File: config.mk
export PLATFORM = sky130hd
export DESIGN_NAME = bank_arbiter
export DESIGN_NICKNAME = d
export VERILOG_FILES = /design/src/rtl/bank_arbiter.sv
export SDC_FILE = /design/constraint.sdc
export NUM_CORES = 1
export LEC_CHECK = 0
export ABC_AREA = 1
export CORE_AREA = 10 10 306 308
export DETAILED_ROUTE_END_ITERATION = 6
export DIE_AREA = 0 0 316 318
export PLACE_DENSITY_LB_ADDON = 0.1
export SLEW_MARGIN = 25
export SYNTH_ARGS = -nofsm -noshare
export SYNTH_HDL_FRONTEND = slang
export SYNTH_SLANG_ARGS = --single-unit
export TNS_END_PERCENT = 100
File: constraint.sdc
create_clock -name clk -period 3.1 [get_ports clk]
set_input_delay 0.62 -clock clk [delete_from_list [all_inputs] [get_ports clk]]
set_output_delay 0.62 -clock clk [all_outputs]
set_load 0.05 [all_outputs]
File: src/rtl/bank_arbiter.sv
// Two-client round-robin owner arbiter for a single memory bank with in-order read-return routing.
// Optional BANK_ARBITER_STATS_EN adds per-client command and read-stall counters.
module bank_arbiter #(
  parameter int DATA_WIDTH    = 128,
  parameter int ADDRESS_WIDTH = 32,
  parameter int BE_WIDTH      = 16,
  parameter int MAX_BURST     = 16,
  parameter int RD_DEPTH      = 16
) (
  input  logic                       clk,
  input  logic                       rst,
  input  logic [1:0]                 creq,
  input  logic [1:0]                 cce,
  input  logic [1:0]                 cw,
  input  logic [2*ADDRESS_WIDTH-1:0] ca,
  input  logic [2*DATA_WIDTH-1:0]    cd,
  input  logic [2*BE_WIDTH-1:0]      cbe,
  output logic [1:0]                 cgnt,
  output logic                       crdy,
  output logic [1:0]                 cvalid,
  output logic [DATA_WIDTH-1:0]      cq,
  input  logic                       mready,
  input  logic                       mvalid,
  input  logic [DATA_WIDTH-1:0]      mq,
  output logic                       mreq,
  output logic                       mce,
  output logic                       mw,
  output logic [ADDRESS_WIDTH-1:0]   ma,
  output logic [DATA_WIDTH-1:0]      md,
  output logic [BE_WIDTH-1:0]        mbe,
  output logic [1:0]                 mtag
`ifdef BANK_ARBITER_STATS_EN
  ,
  output logic [31:0]                stat_cmd0,
  output logic [31:0]                stat_cmd1,
  output logic [31:0]                stat_rd_stall
`endif
);

  localparam int BW = $clog2(MAX_BURST + 1);
  localparam int PW = (RD_DEPTH > 1) ? $clog2(RD_DEPTH) : 1;
  localparam int CW = PW + 1;

  typedef enum logic [1:0] {IDLE, OWN0, OWN1} state_t;

  state_t          state_q;
  logic [1:0]      gnt_q;
  logic            last_q;
  logic [BW-1:0]   burst_q, burst_d;
  logic [RD_DEPTH-1:0] fifo_q;
  logic [PW-1:0]   wr_ptr_q, rd_ptr_q;
  logic [CW-1:0]   rd_cnt_q;

  logic owning, own_id, cur_req, oth_req, full, push, pop, leave, idle_pick;

  assign owning  = (state_q != IDLE);
  assign own_id  = (state_q == OWN1);
  assign cur_req = creq[own_id];
  assign oth_req = creq[~own_id];
  assign full    = (rd_cnt_q == CW'(RD_DEPTH));

  assign cgnt = gnt_q;
  assign crdy = mready & owning & ~full;
  assign mce  = crdy & |(cce & gnt_q);
  assign mw   = cw[own_id];
  assign ma   = ca[own_id*ADDRESS_WIDTH +: ADDRESS_WIDTH];
  assign md   = cd[own_id*DATA_WIDTH +: DATA_WIDTH];
  assign mbe  = cbe[own_id*BE_WIDTH +: BE_WIDTH];
  assign mtag = 2'b00;
  assign mreq = owning | (rd_cnt_q != '0);

  // Count saturates so an unchallenged owner can stream indefinitely.
  assign burst_d   = (mce && burst_q != BW'(MAX_BURST)) ? burst_q + 1'b1 : burst_q;
  assign leave     = ~cur_req | (oth_req & (burst_d == BW'(MAX_BURST)));
  assign idle_pick = (creq == 2'b11) ? ~last_q : creq[1];

  always_ff @(posedge clk) begin
    if (rst) begin
      state_q <= IDLE;
      gnt_q   <= 2'b00;
      last_q  <= 1'b1;
      burst_q <= '0;
    end else begin
      case (state_q)
        IDLE: begin
          burst_q <= '0;
          if (creq != 2'b00) begin
            state_q <= idle_pick ? OWN1 : OWN0;
            gnt_q   <= idle_pick ? 2'b10 : 2'b01;
            last_q  <= idle_pick;
          end
        end
        default: begin
          if (leave) begin
            burst_q <= '0;
            if (oth_req) begin
              state_q <= own_id ? OWN0 : OWN1;
              gnt_q   <= own_id ? 2'b01 : 2'b10;
              last_q  <= ~own_id;
            end else begin
              state_q <= IDLE;
              gnt_q   <= 2'b00;
            end
          end else begin
            burst_q <= burst_d;
          end
        end
      endcase
    end
  end

  // Route FIFO: one owner-ID bit per outstanding read, popped in issue order.
  assign push   = mce & ~mw;
  assign pop    = mvalid & (rd_cnt_q != '0);
  assign cvalid = pop ? (fifo_q[rd_ptr_q] ? 2'b10 : 2'b01) : 2'b00;
  assign cq     = mq;

  always_ff @(posedge clk) begin
    if (push) fifo_q[wr_ptr_q] <= own_id;
  end

  always_ff @(posedge clk) begin
    if (rst) begin
      wr_ptr_q <= '0;
      rd_ptr_q <= '0;
      rd_cnt_q <= '0;
    end else begin
      if (push) wr_ptr_q <= wr_ptr_q + 1'b1;
      if (pop)  rd_ptr_q <= rd_ptr_q + 1'b1;
      case ({push, pop})
        2'b10:   rd_cnt_q <= rd_cnt_q + 1'b1;
        2'b01:   rd_cnt_q <= rd_cnt_q - 1'b1;
        default: rd_cnt_q <= rd_cnt_q;
      endcase
    end
  end

`ifdef BANK_ARBITER_STATS_EN
  always_ff @(posedge clk) begin
    if (rst) begin
      stat_cmd0     <= '0;
      stat_cmd1     <= '0;
      stat_rd_stall <= '0;
    end else begin
      if (mce & ~own_id) stat_cmd0 <= stat_cmd0 + 1'b1;
      if (mce &  own_id) stat_cmd1 <= stat_cmd1 + 1'b1;
      if (full & owning) stat_rd_stall <= stat_rd_stall + 1'b1;
    end
  end
`endif

endmodule

Word level (Yosys, flattened, before mapping)
Cells that the tools add are included.

storage, ports and cells
  logic and storage cells = 81
  bits of input ports = 490
  bits in registers = 37
  output and inout port bits = 314

cells by class
  $lt $le $gt $ge = 5
  bitwise operators = 14
  reduce and logical (&&, ||, !) cells = 13
  add/sub/neg operators = 5
  equality and inequality tests = 8
  shift-type cells = 3
  mux-type cells = 26

operators with widths
  cell                 number
  $shiftx 256x9->128   1
  $shiftx 64x7->32     1
  $shiftx 32x6->16     1
  $bwmux 16            1
  $mux 2               8
  $mux 1               13
  $add 5x1->5 const B  2
  $eq 5x5->1 const B   2
  $lt 4x5->1 const B   2
  $pmux 5 s2           1
  $reduce_bool 2->1    5
  $add 4x1->4 const B  2
  $and 1x1->1          6
  $eq 2x2->1 const B   3
  $mux 5               1
  $ne 5x5->1 const B   1
  $not 1->1            5
  $reduce_bool 5->1    1
  $sub 5x1->5 const B  1
  $bmux 1 s4           1
  $demux 1 s4          1
  $ge 4x1->1 const B   1
  $lt 1x2->1 const B   2
  $reduce_and 3->1     1
  other kinds (9)      11

Logic depth before layout (Yosys ltp)
Gate-level depths: netlist (run 1).

  depth in word-level cells = 11
  mapped depth = 17
  gate-level depth less buffers = 17

Worst setup path before layout (run 1)
Ideal clock, no wire load.

  path type = reg2reg
  start point = register gnt_q[0] (netlist: cgnt[0])
  end point = register rd_cnt_q[4]
  stages on the path, launching flop included = 18
  arrival = 2.859 ns
  slack = 0.120 ns
  data required time = 2.979 ns
  path through = dfxtp_1 inv_1 nand2_2 inv_2 nand2_1 nand2_2 nor2_4 inv_1 ha_1 ha_1 nand2_1 nor2_1 a211oi_1 nand2_1 nand2_1 nor2_1 o21ai_0 a21oi_1

between the ends
  word-level cells in the longest chain between the ends = 7
  elaborated cells between the ends (all ways) = 15

RTL lines
  element                                                 RTL line  source
  start, declared                                         47        logic [1:0] gnt_q;
  start signal, assigned                                  89        gnt_q <= idle_pick ? 2'b10 : 2'b01;
  start signal, assigned                                  98        gnt_q <= own_id ? 2'b01 : 2'b10;
  $eq 2x2->1 (*)                                          n/a
  $mux 1 (*) (2 in a row)                                 n/a
  named net mw                                            27        output logic mw,
  $not 1->1 (*)                                           n/a
  $and 1x1->1 (*)                                         113       assign push = mce & ~mw;
  $eq 2x1->1 / $eq 2x2->1 (equally long branches)         130       case ({push, pop})
  $pmux 5 s2 / $reduce_bool 2->1 (equally long branches)  n/a
  end signal, assigned                                    131       2'b10: rd_cnt_q <= rd_cnt_q + 1'b1;
  end signal, assigned                                    132       2'b01: rd_cnt_q <= rd_cnt_q - 1'b1;
  end signal, assigned                                    133       default: rd_cnt_q <= rd_cnt_q;
  end, declared                                           52        logic [CW-1:0] rd_cnt_q;

Mark *: on every way through the listed nets, which the timed path passes. The rest lies on a longest branch. The select of a mux whose other input is x is not followed.
A chain may end at the register's enable or synchronous reset.

==> run summary, run 1 <==
status = finished clean
min-delay worst type = flop to flop
die area = 0.100 sq mm
total core area = 0.0877 sq mm
DRC = 0
row cnt = 109
worst-margin pin slew = 0.671 ns
io pins = 804
Layout Cells excl Fill = 2517
post-synthesis xor/xnor area fraction = 0.00682
Layout area overhead = 153%
worst vdd ir = 0.223 mV
# Max-Cap Violations = 0
routed wire length = 55400 um
PostCTS Resize Cnt = 0
synth unique cells = 30
FF/Latch Area = 901 sq um
Clock Tree Root = clkbuf_16
DP HPWL = 50200 um
Clock transition at path regs = 0.06 ns
Critical Path Most Common Cell = nand2_1
Async SR Flop Fraction = 0
CTS tree = built
Placed Instances = 2505
clock sink count = 37
cell accounting for the most synthesized area = nand2_1
setup tns final = 0 ns
1st-pass router iterations = 4
setup repair bufs after CTS = 0
Yosys reg bits = 37
count leader, synth = nand2_1
worst-skew pair later-pin latency = 0.28 ns
main combinational cell family by area after synthesis = simple AND/OR/NAND/NOR gates
die width = 316 um
critical path type = flop to primary output
final design area excluding fillers = 0.0130 sq mm
Slew Viols, Final = 0
Fin. Hold Viols = 0
filler cell count = 10043
# hold bufs at CTS = 0
antenna violations before repair = 7
Num CTS Buffers = 5
vias = 7086
post-route minimum period = 2.91 ns
Placer Congestion = 0.753
Layout Skew = 0.00555 ns
Place WS = 0.0675 ns
Worst Path Required = 2.48 ns
Syn Inst Count = 948
Post-Synth Simple-Gate Area = 0.486
Post-synth EDFFs = 16
Via density = 2.82
slowest CP cell = buf_4
CTS max path bufs = 2
crit-path cells = inv_1, nand2_8, inv_6, buf_4, nand2_1, nand2_1, buf_12
final setup fails = 0
Compound-Gate Fraction of Synth Area = 0.0465
Leak = 5.58 nW
# port buffers = 545
post-route ant nets = 0
Mapped Area = 0.00514 sq mm
Cell Pwr Density = 460 mW/mm^2
proportion of synthesized area in mux cells = 0.00779
Synth top cells by count = nand2_1, buf_4, nor2_1
DRT iter0 DRCs = 246
RSZ-0062 raised after global routing = no
yosys warns = 0
first-pass GRT wire length = 71600 um
Synth area leaders = nand2_1, buf_4, edfxtp_1
Final Power = 5.99 mW
CP max FO = 49
post-synthesis sequential area ratio = 0.175
Slew headroom = 0.553
Initial Util = 0.0586
share of the synthesized area in the top cell type = 0.414
Max Fclk = 343 MHz
Worst Setup Start Kind = flop
Die Y = 318 um
DP Area = 0.0129 sq mm
largest net degree at the start of global routing = 83
Final Util = 0.148
fin crit share = 0.940
gr usage total = 0.104
drt wl/cell = 22.0 um
Critical Path AT = 2.29 ns
CP max stage delay = 0.48 ns
Nets = 1849
gr ovfl total = 0
final setup margin = 0.187 ns
Syn Area/Cell = 5.42 sq um
number of global-route vias before repair = 7575
top flip-flop cell by instance count after synthesis = dfxtp_1
Setup crit end kind = primary output
Multi-input gate area = 0.00299 sq mm
htree depth = 2
Min Hold Slack = 0.460 ns
layout cells sized above 1 = 0.160
Adder-Cell Fraction of Synth Area = 0.0307
[logic make-up (layout without fill, tap and decap cells)]
kind of cell / Yosys count / after routing
XOR/XNOR: 4 / 4
adder cells (fa/ha/maj): 12 / 12
other: 1 / 7
AND/OR/NAND/NOR: 641 / 641
buffers and inverters: 207 / 605
multiplexers: 4 / 4
AO/OA/AOI/OAI: 42 / 42
flip-flops: 37 / 37
[path summary, 6_finish.rpt]
path	startpoint	end	slack [ns]	depth (start not counted)
setup reg to reg	cgnt[0]	rd_cnt_q[3]	0.36	16
hold / removal	last_q	last_q	0.46	2
setup / recovery	cgnt[0]	md[43]	0.19	7
hold reg to reg	last_q	last_q	0.46	2
[sequential cells by signal, indices dropped and copies added (netlist names)]
register and flops:
fifo_q 16, burst_q 5, rd_cnt_q 5, rd_ptr_q 4
wr_ptr_q 4, cgnt 2, last_q 1
[where the power goes]
part,internal [mW],leakage (nW),switching [mW]
logic,2.09,5.20,2.75
clock network,0.291,0.0634,0.212
registers,0.564,0.319,0.0807
total,2.95,5.58,3.04
[metal layers]
metal / track usage / up-vias / part of all wire
li1: - / 3562 / -
met1: 0.0961 / 3010 / 0.33
met2: 0.188 / 444 / 0.50
met3: 0.0674 / 60 / 0.14
met4: 0.0254 / 10 / 0.027
met5: 0.000988 / - / 0.0012
[worst max-delay path, delay by kind of cell (launching register included)]
kind / cells / cell delay [ns]
flip-flops: 1 / 0.38
AND/OR/NAND/NOR: 3 / 0.50
buffers and inverters: 4 / 1.00
[area by class of cell]
| class | count | area share |
|---|---|---|
| timing repair buffer | 562 | 0.567 |
| multi-input combinational | 705 | 0.230 |
| tap | 1165 | 0.112 |
| sequential | 37 | 0.0692 |
| inverter | 36 | 0.0108 |
| clock buffer | 5 | 0.00961 |
| antenna | 5 | 0.000961 |
| clock inverter | 2 | 0.000865 |
[cells in the final DEF (no fill, tap or decap), drive strengths merged]
master / netlist / final
a22oi: 1 / 1
diode: 0 / 5
clkinvlp: 0 / 1
ha: 11 / 11
fa: 1 / 1
clkbuf: 32 / 5
nand3: 16 / 16
nand4: 3 / 3
clkinv: 0 / 1
clkdlybuf4s50: 0 / 364
o221ai: 4 / 4
xnor2: 4 / 4
a211oi: 2 / 2
nor2: 52 / 52
nand2: 570 / 570
edfxtp: 16 / 16
buf: 139 / 198
mux2i: 4 / 4
a21oi: 14 / 14
dfxtp: 21 / 21
o21ai: 19 / 19
inv: 36 / 36
o22ai: 1 / 1
conb: 1 / 2
a2111oi: 1 / 1
Power figures use the tool's default switching activity.
==> inputs of run 2 (changes only) <==
--- a/config.mk
+++ b/config.mk
@@ -6,9 +6,10 @@
 export NUM_CORES = 1
 export LEC_CHECK = 0
 export ABC_AREA = 1
-export CORE_AREA = 10 10 306 308
+export CORE_AREA = 10 10 302 304
 export DETAILED_ROUTE_END_ITERATION = 6
-export DIE_AREA = 0 0 316 318
+export DIE_AREA = 0 0 312 314
+export DONT_BUFFER_PORTS = 1
 export PLACE_DENSITY_LB_ADDON = 0.1
 export SLEW_MARGIN = 25
 export SYNTH_ARGS = -nofsm -noshare
==> run 2 against run 1 <==
  * Worst setup slack improved by 0.10 ns
  * Count of clock-buffer cells in the layout did not move
  * Critical path type unchanged
  * Clock skew rose by 0.0016 ns
  * Cell count fell by 16%
  * Clock power rose by 38%
  * Sequential cell count did not move
  * Sequential share of layout area rose by 2.8 points
  * First-iteration DRC count rose by 21%
==> run summary, run 2 (same netlist as run 1, synthesis figures left out) <==
status = finished clean (unchanged)
Critical Path Start = cgnt[1] (was cgnt[0])
Critical Path AT = 2.19 ns (was 2.29 ns)
DRT iter0 DRCs = 297 (was 246)
# Max-Cap Violations = 0 (unchanged)
largest net degree at the start of global routing = 103 (was 83)
io pins = 804 (unchanged)
Layout Skew = 0.00718 ns (was 0.00555 ns)
Worst Hold Path Cells = 1 (was 2)
worst vdd ir = 0.221 mV (was 0.223 mV)
PostCTS Resize Cnt = 0 (unchanged)
Slew headroom = 0.537 (was 0.553)
Clock power frac = 0.123 (was 0.084)
Fin. Hold Viols = 0 (unchanged)
depth of the worst register-to-register path = 15 (was 16)
total core area = 0.0849 sq mm (was 0.0877 sq mm)
Initial Util = 0.0605 (was 0.0586)
most common cell after layout, fill and taps aside = nand2_1 (unchanged)
clock sink count = 37 (unchanged)
Worst Path Required = 2.48 ns (about the same)
routed wire length = 50200 um (was 55400 um)
number of global-route vias before repair = 6526 (was 7575)
Die Y = 314 um (was 318 um)
die area = 0.0980 sq mm (was 0.100 sq mm)
Cell Pwr Density = 606 mW/mm^2 (was 460 mW/mm^2)
DRC = 0 (unchanged)
layout cells sized above 1 = 0.210 (was 0.160)
worst-margin pin slew = 0.692 ns (was 0.671 ns)
Clock Tree Root = clkbuf_16 (unchanged)
DP HPWL = 45900 um (was 50200 um)
CTS tree = built (unchanged)
Psw = 2.99 mW (was 3.04 mW)
filler cell count = 9966 (was 10043)
Layout area overhead = 81.0% (was 153%)
row cnt = 107 (was 109)
die width = 312 um (was 316 um)
CTS max path bufs = 2 (unchanged)
register with the most flip-flops = fifo_q (unchanged)
# hold bufs at CTS = 0 (unchanged)
fin crit share = 0.907 (was 0.940)
gr usage total = 0.0952 (was 0.104)
post-route ant nets = 0 (unchanged)
first-pass GRT wire length = 63400 um (was 71600 um)
post-route minimum period = 2.81 ns (was 2.91 ns)
setup repair bufs after CTS = 0 (unchanged)
worst-skew pair later-pin latency = 0.29 ns (was 0.28 ns)
1st-pass router iterations = 5 (was 4)
reg2reg start = cgnt[1] (was cgnt[0])
CP max FO = 102 (was 49)
max reg flops = 16 (unchanged)
final setup fails = 0 (unchanged)
# port buffers = 0 (was 545)
setup tns final = 0 ns (unchanged)
Via density = 2.84 (was 2.82)
Final Util = 0.110 (was 0.148)
sequential share of power = 0.114 (was 0.108)
htree depth = 2 (unchanged)
Num CTS Buffers = 5 (unchanged)
Placer Congestion = 0.807 (was 0.753)
vias = 6013 (was 7086)
Worst Setup Start Kind = flop (unchanged)
n_diodes = 0 (was 5)
antenna violations before repair = 7 (unchanged)
Int Pwr = 2.65 mW (was 2.95 mW)
Max Fclk = 355 MHz (was 343 MHz)
drt wl/cell = 23.7 um (was 22.0 um)
Sw Ratio = 0.530 (was 0.507)
min-delay worst type = input pin to flop (was flop to flop)
biggest registers after layout = fifo_q (16), burst_q (5), rd_cnt_q (5) (unchanged)
Clock transition at path regs = 0.07 ns (was 0.06 ns)
critical path type = flop to primary output (unchanged)
RSZ-0062 raised after global routing = no (unchanged)
Hold Crit Start = rst (was last_q)
gr ovfl total = 0 (unchanged)
Slew Viols, Final = 0 (unchanged)
combinational share of power = 0.763 (was 0.808)
Nets = 1472 (was 1849)
most frequent cells in the layout = nand2_1, buf_12, nor2_1 (was nand2_1, clkdlybuf4s50_1, buf_12)
Setup crit end kind = primary output (unchanged)
Leak = 4.13 nW (was 5.58 nW)
[run 2: changes by cell type in the layout (fill, tap and decap cells not counted), sizes merged]
| cell | previous run | this run |
|---|---|---|
| clkinv | 1 | 0 |
| buf | 198 | 185 |
| inv | 36 | 37 |
| bufinv | 0 | 2 |
| diode | 5 | 0 |
| clkdlybuf4s50 | 364 | 0 |
| clkinvlp | 1 | 0 |
[run 2: power by group through the flow]
stage,sequential (mW),combinational (mW),clock [mW]
2_1_floorplan,0.623,2.63,0
3_3_place_gp,0.659,4.44,0
3_5_place_dp,0.657,4.41,0
4_1_cts,0.646,4.42,0.716
5_1_grt,0.655,4.56,0.732
6_report,0.644,4.30,0.692
[run 2: path summary, 6_finish.rpt]
check | to | slack, ns
max reg2reg | rd_cnt_q[4] | 0.29
max | md[119] | 0.29
min | wr_ptr_q[2] | 0.39
min reg2reg | last_q | 0.47
[run 2: critical path, cell delays in order (launching register included)]
cell and delay, ns:
dfxtp_1 0.55, nand2_8 0.21, inv_6 0.13, buf_12 0.29, nand2_1 0.09, nand2_1 0.25
buf_12 0.19
[run 2: final cells by class]
class,instances,area [sq um],area share
clock buffers,5,125,0.0135
clock inverters,3,68.8,0.00740
inverters,36,140,0.0151
multi-input cells,705,2990,0.322
flip-flops and latches,37,901,0.0969
well taps,1144,1430,0.154
repair buffers,185,3640,0.392
[run 2: through the flow]
| step | hold slack, ns | worst slack [ns] | std cells | area, sq um | power (mW) |
|---|---|---|---|---|---|
| after CTS | 0.385 | 0.215 | 2115 | 9300 | 5.78 |
| after detailed placement | 0.458 | 0.286 | 2107 | 9100 | 5.07 |
| final | 0.391 | 0.287 | 2115 | 9300 | 5.64 |
| after global routing | 0.384 | 0.00902 | 2115 | 9300 | 5.94 |
| after floorplan | 0.429 | 0.120 | 949 | 5140 | 3.26 |
| after global placement | 0.457 | 0.226 | 2107 | 9100 | 5.10 |
[run 2: routing by layer]
layer | GRT usage | part of all wire
met4 | 0.0256 | 0.028
met1 | 0.0858 | 0.31
met3 | 0.0769 | 0.18
met2 | 0.162 | 0.48
met5 | 0.0123 | 0.0046
==> inputs of run 3 (changes only) <==
--- a/config.mk
+++ b/config.mk
@@ -11,6 +11,7 @@
 export DIE_AREA = 0 0 312 314
 export DONT_BUFFER_PORTS = 1
 export PLACE_DENSITY_LB_ADDON = 0.1
+export SKIP_LAST_GASP = 1
 export SLEW_MARGIN = 25
 export SYNTH_ARGS = -nofsm -noshare
 export SYNTH_HDL_FRONTEND = slang
==> results of run 3 <==
Final layout, timing and power as in run 2 (identical DEF).
